$ cat src/rtl/reg_bus_writer.sv
// Producer side of the register-file write port: latches a command, holds it on
// the C bus for SETUP_CYCLES, then pulses the strobe(s) for the chosen destination.
module reg_bus_writer #(
   parameter int DATA_WIDTH   = 8,
   parameter int SETUP_CYCLES = 1
) (
   input  logic                  clk,
   input  logic                  rst,
   input  logic                  cmd_valid,
   output logic                  cmd_ready,
   input  logic [1:0]            cmd_dest,
   input  logic [DATA_WIDTH-1:0] cmd_data,
   output logic [DATA_WIDTH-1:0] C_out,
   output logic                  write_a,
   output logic                  write_b,
   output logic                  write_o,
   output logic                  busy,
   output logic                  done,
   output logic [7:0]            write_count
);

   typedef enum logic [1:0] {
      ST_IDLE,
      ST_SETUP,
      ST_STROBE,
      ST_DONE
   } state_t;

   localparam logic [2:0] SETUP_LOAD = 3'(SETUP_CYCLES - 1);
   localparam logic [1:0] TGT_OUT    = 2'b10;

   state_t                state_q;
   logic [DATA_WIDTH-1:0] c_out_q;
   logic                  bcast_q;
   logic [1:0]            target_q;
   logic [1:0]            target_d;
   logic [2:0]            cnt_q;
   logic [2:0]            cnt_d;
   logic [2:0]            strobes_q;
   logic                  done_q;
   logic [7:0]            count_q;
   logic [7:0]            count_d;

   // Strobe vector is ordered {OUT, B, A}; target codes match cmd_dest.
   function automatic logic [2:0] onehot(input logic [1:0] t);
      case (t)
         2'b00:   return 3'b001;
         2'b01:   return 3'b010;
         default: return 3'b100;
      endcase
   endfunction

   always_comb begin
      target_d = target_q + 2'd1;
      cnt_d    = cnt_q - 3'd1;
      count_d  = count_q + 8'd1;
   end

   always_ff @(posedge clk) begin
      if (rst) begin
         state_q   <= ST_IDLE;
         c_out_q   <= '0;
         bcast_q   <= 1'b0;
         target_q  <= 2'b00;
         cnt_q     <= 3'd0;
         strobes_q <= 3'b000;
         done_q    <= 1'b0;
         count_q   <= 8'd0;
      end else begin
         case (state_q)
            ST_IDLE: begin
               strobes_q <= 3'b000;
               done_q    <= 1'b0;
               if (cmd_valid) begin
                  c_out_q  <= cmd_data;
                  bcast_q  <= (cmd_dest == 2'b11);
                  target_q <= (cmd_dest == 2'b11) ? 2'b00 : cmd_dest;
                  cnt_q    <= SETUP_LOAD;
                  state_q  <= ST_SETUP;
               end
            end
            ST_SETUP: begin
               if (cnt_q == 3'd0) begin
                  state_q   <= ST_STROBE;
                  strobes_q <= onehot(target_q);
                  count_q   <= count_d;
               end else begin
                  cnt_q <= cnt_d;
               end
            end
            ST_STROBE: begin
               // Broadcast walks A -> B -> OUT on consecutive cycles.
               if (bcast_q && (target_q != TGT_OUT)) begin
                  target_q  <= target_d;
                  strobes_q <= onehot(target_d);
                  count_q   <= count_d;
               end else begin
                  strobes_q <= 3'b000;
                  done_q    <= 1'b1;
                  state_q   <= ST_DONE;
               end
            end
            ST_DONE: begin
               done_q  <= 1'b0;
               state_q <= ST_IDLE;
            end
            default: state_q <= ST_IDLE;
         endcase
      end
   end

   assign cmd_ready   = (state_q == ST_IDLE);
   assign busy        = (state_q != ST_IDLE);
   assign C_out       = c_out_q;
   assign write_a     = strobes_q[0];
   assign write_b     = strobes_q[1];
   assign write_o     = strobes_q[2];
   assign done        = done_q;
   assign write_count = count_q;

endmodule

$ cat config.mk
export PLATFORM = sky130hd
export DESIGN_NAME = reg_bus_writer
export DESIGN_NICKNAME = d
export VERILOG_FILES = /design/src/rtl/reg_bus_writer.sv
export SDC_FILE = /design/constraint.sdc
export NUM_CORES = 1
export LEC_CHECK = 0
export ABC_AREA = 1
export CORE_AREA = 2 2 46 70
export CTS_CLUSTER_SIZE = 14
export DETAILED_ROUTE_END_ITERATION = 12
export DIE_AREA = 0 0 48 72
export HOLD_SLACK_MARGIN = 0.05
export PLACE_DENSITY_LB_ADDON = 0.3
export SKIP_CTS_REPAIR_TIMING = 1
export SLEW_MARGIN = 20
export SYNTH_ARGS = -nofsm -noshare
export SYNTH_HDL_FRONTEND = slang
export SYNTH_SLANG_ARGS = --single-unit
$ cat constraint.sdc
create_clock -name clk -period 3.4 [get_ports clk]
set_input_delay 0.68 -clock clk [delete_from_list [all_inputs] [get_ports clk]]
set_output_delay 0.68 -clock clk [all_outputs]
set_load 0.02 [all_outputs]
==> flow_metrics.py <==
metrics = {
    "run_status": {
        "status": "finished clean",
    },
    "clock_network": {
        "cts_max_path_buffers": 2,
        "clock_sinks": 28,
        "insertion_delay_ns": 0.27,
        "root_buffer": "clkbuf_8",
        "cts_tree": "yes",
        "htreeDepth": 1,
        "cts_made_buffers": 3,
        "clk_pin_slew_ns": 0.09,
    },
    "global_route": {
        "grt.overflow.total": 0,
        "grt_pass1_wl_mm": 4.93,
        "grt_max_degree": 19,
        "antenna_found_initial": 0,
        "grtUsageTotal_pct": 19.0,
        "grt_pass1_vias": 1229,
    },
    "power_and_ir_drop": {
        "power_density_nw_per_um2": 715,
        "p_total_mw": 1.32,
        "p_leak_nw": 0.768,
        "ir_worst_vdd_v": 0.000391,
    },
    "synth": {
        "syn_area_um2": 1440,
        "synth-seq-area-share_pct": 38.9,
        "synthSimpleGateAreaFrac_pct": 29.3,
        "synthXorXnorAreaFrac_pct": 1.22,
        "synth-edff-count": 0,
        "syn_inst": 198,
        "syn_nets": 222,
        "yosys_warnings": 0,
        "synth_area_per_cell_um2": 7.27,
        "synth_ff_type": "dfxtp_1",
        "yosysUniqueCellTypes": 20,
        "netlist.area_leader.share_pct": 38.9,
        "synthMuxAreaShare_pct": 0,
        "synth-seq-cells": 28,
        "ys_top_cells_by_count": "nand2_1, nor2_1, dfxtp_1",
        "synth-async-reset-ratio_pct": 0,
        "synth_top_family_by_area": "simple AND/OR/NAND/NOR gates",
        "yosysMostFrequentCell": "nand2_1",
        "synth_top_cell_by_area": "dfxtp_1",
        "synth_fa_ha_area_share_pct": 9.56,
        "synth_area_leaders": "dfxtp_1, nand2_1, ha_1, nor2_1, nand3_1",
        "synth_compound_area_share_pct": 13.6,
    },
    "routing": {
        "drc_errors": 0,
        "drt_wl_total_mm": 3.01,
        "via_count": 1312,
        "wl_per_cell_um": 11.1,
        "drt_iter0_markers": 35,
        "routed_via_density": 4.86,
        "ant_nets": 0,
        "first_pass_iters": 4,
    },
    "placed_design": {
        "gp_congestion": 0.866,
        "pre_cts_slack_ns": 1.10,
        "port_buffers": 34,
        "place_hpwl_mm": 2.32,
        "dpl-instance-area_um2": 1800,
    },
    "worst_setup_path": {
        "worstPathRequired_ns": 2.72,
        "r2r_setup_slack_ns": 1.56,
        "crit_path_start_kind": "flip-flop",
        "endpoint": "busy",
        "r2r_end": "cnt_q[0]",
        "r2r_cells": 7,
        "crit_type": "reg2out",
        "worst_setup_path_end_kind": "primary output",
        "crit_path_max_fanout": 4,
        "cp.arrival_ns": 1.63,
        "critPathLaunch": "state_q[0]",
        "crit-reg2reg-launch": "state_q[0]",
    },
    "cells_and_area": {
        "num_antenna_cells": 0,
        "nFillCells": 253,
        "drive_gt1_share_pct": 8.66,
        "area_growth_syn_to_layout_pct": 27.9,
        "fin_area_um2": 1840,
        "multi_input_area_um2": 772,
        "regArea_um2": 561,
        "layout.nets": 257,
    },
    "sta": {
        "worst_slew_pin_slew_ns": 0.474,
        "max_freq_mhz": 433,
        "tns_ns": 0,
        "maxSlewHeadroom_pct": 68.3,
        "skew_ns": 0.00107,
        "fin_crit_ns": 2.31,
        "rsz0062_at_grt": "false",
        "timing.hold.ws_ns": 0.466,
        "hold_violations": 0,
        "finalCritPeriodShare_pct": 67.9,
        "finalSetupViolations": 0,
        "final_max_slew_viol_count": 0,
        "worst_slack_ns": 1.09,
    },
    "floorplan": {
        "initial_core_util_pct": 50.5,
        "fp.dieW_um": 48,
        "io_pins": 35,
        "core_um2": 2850,
        "num_rows": 24,
        "die_area_um2": 3460,
        "die_h_um": 72,
    },
    "run": {
        "drv_cap": 0,
    },
    "worst_hold_path": {
        "hp-class": "reg2reg",
    },
}
registers in the layout, summed over array words and instances (netlist names):
register	count
C_out	8
bcast_q	1
cnt_q	3
done	1
state_q	2
strobes_q	3
target_q	2
write_count	8
power by group:
part	leakage [nW]	switching (mW)	internal [mW]
logic	0.517	0.439	0.258
registers	0.229	0.0402	0.401
clock network	0.0216	0.0984	0.0796
total	0.768	0.578	0.739
how the worst min path moves through the flow:
stage / from / endpoint / slack (ns) / cells after the start
2_1_floorplan: bcast_q / bcast_q / 0.45 / 2
3_3_place_gp: strobes_q[1] / strobes_q[1] / 0.46 / 2
3_5_place_dp: strobes_q[1] / strobes_q[1] / 0.45 / 2
4_1_cts: strobes_q[1] / strobes_q[1] / 0.47 / 2
5_1_grt: strobes_q[1] / strobes_q[1] / 0.49 / 2
6_report: strobes_q[1] / strobes_q[1] / 0.47 / 2
placed cells by master (no fill, tap or decap), types with 3 or more instances in the layout:
cell             count
a21oi_2              8
clkdlybuf4s50_1     34
clkbuf_8             3
nand2_1             40
nand2_2              6
ha_1                11
inv_1               18
nor2_1              34
o21ai_0             14
nand3_1             17
a21oi_1              8
dfxtp_1             28
area by class of cell:
type	count	share of cell area [%]
Multi-Input combinational cell	145	41.9
Sequential cell	28	30.4
Timing Repair Buffer	34	18.5
Inverter	21	4.28
Tap cell	39	2.65
Clock buffer	3	2.24
routing by layer:
layer  routed length [µm]  track usage, %  vias to the layer above
met5                    0               0                        -
met4                   49            7.51                        0
li1                     -               -                      700
met3                   68            2.24                        6
met2                 1580            32.1                       21
met1                 1310            23.2                      585
logic make-up (layout without fill, tap and decap cells):
logic type / count (synthesis) / in the layout
buffers and inverters: 25 / 58
AOI/OAI and AO/OA: 32 / 32
DFF: 28 / 28
xor gates and xnor gates: 2 / 2
and+or+nand+nor: 100 / 100
adders and majority gates: 11 / 11
critical path, stage by stage, from the launching register on:
cell and delay, ns:
dfxtp_1 0.34, inv_1 0.07, ha_1 0.23, inv_1 0.11, clkdlybuf4s50_1 0.61
through the flow:
step,std cells,utilization (%)
final,270,64.6
after global routing,270,64.6
after CTS,270,64.6
after detailed placement,267,63.1
after global placement,267,63.1
after floorplan,198,-
(Power assumes the default switching activity.)
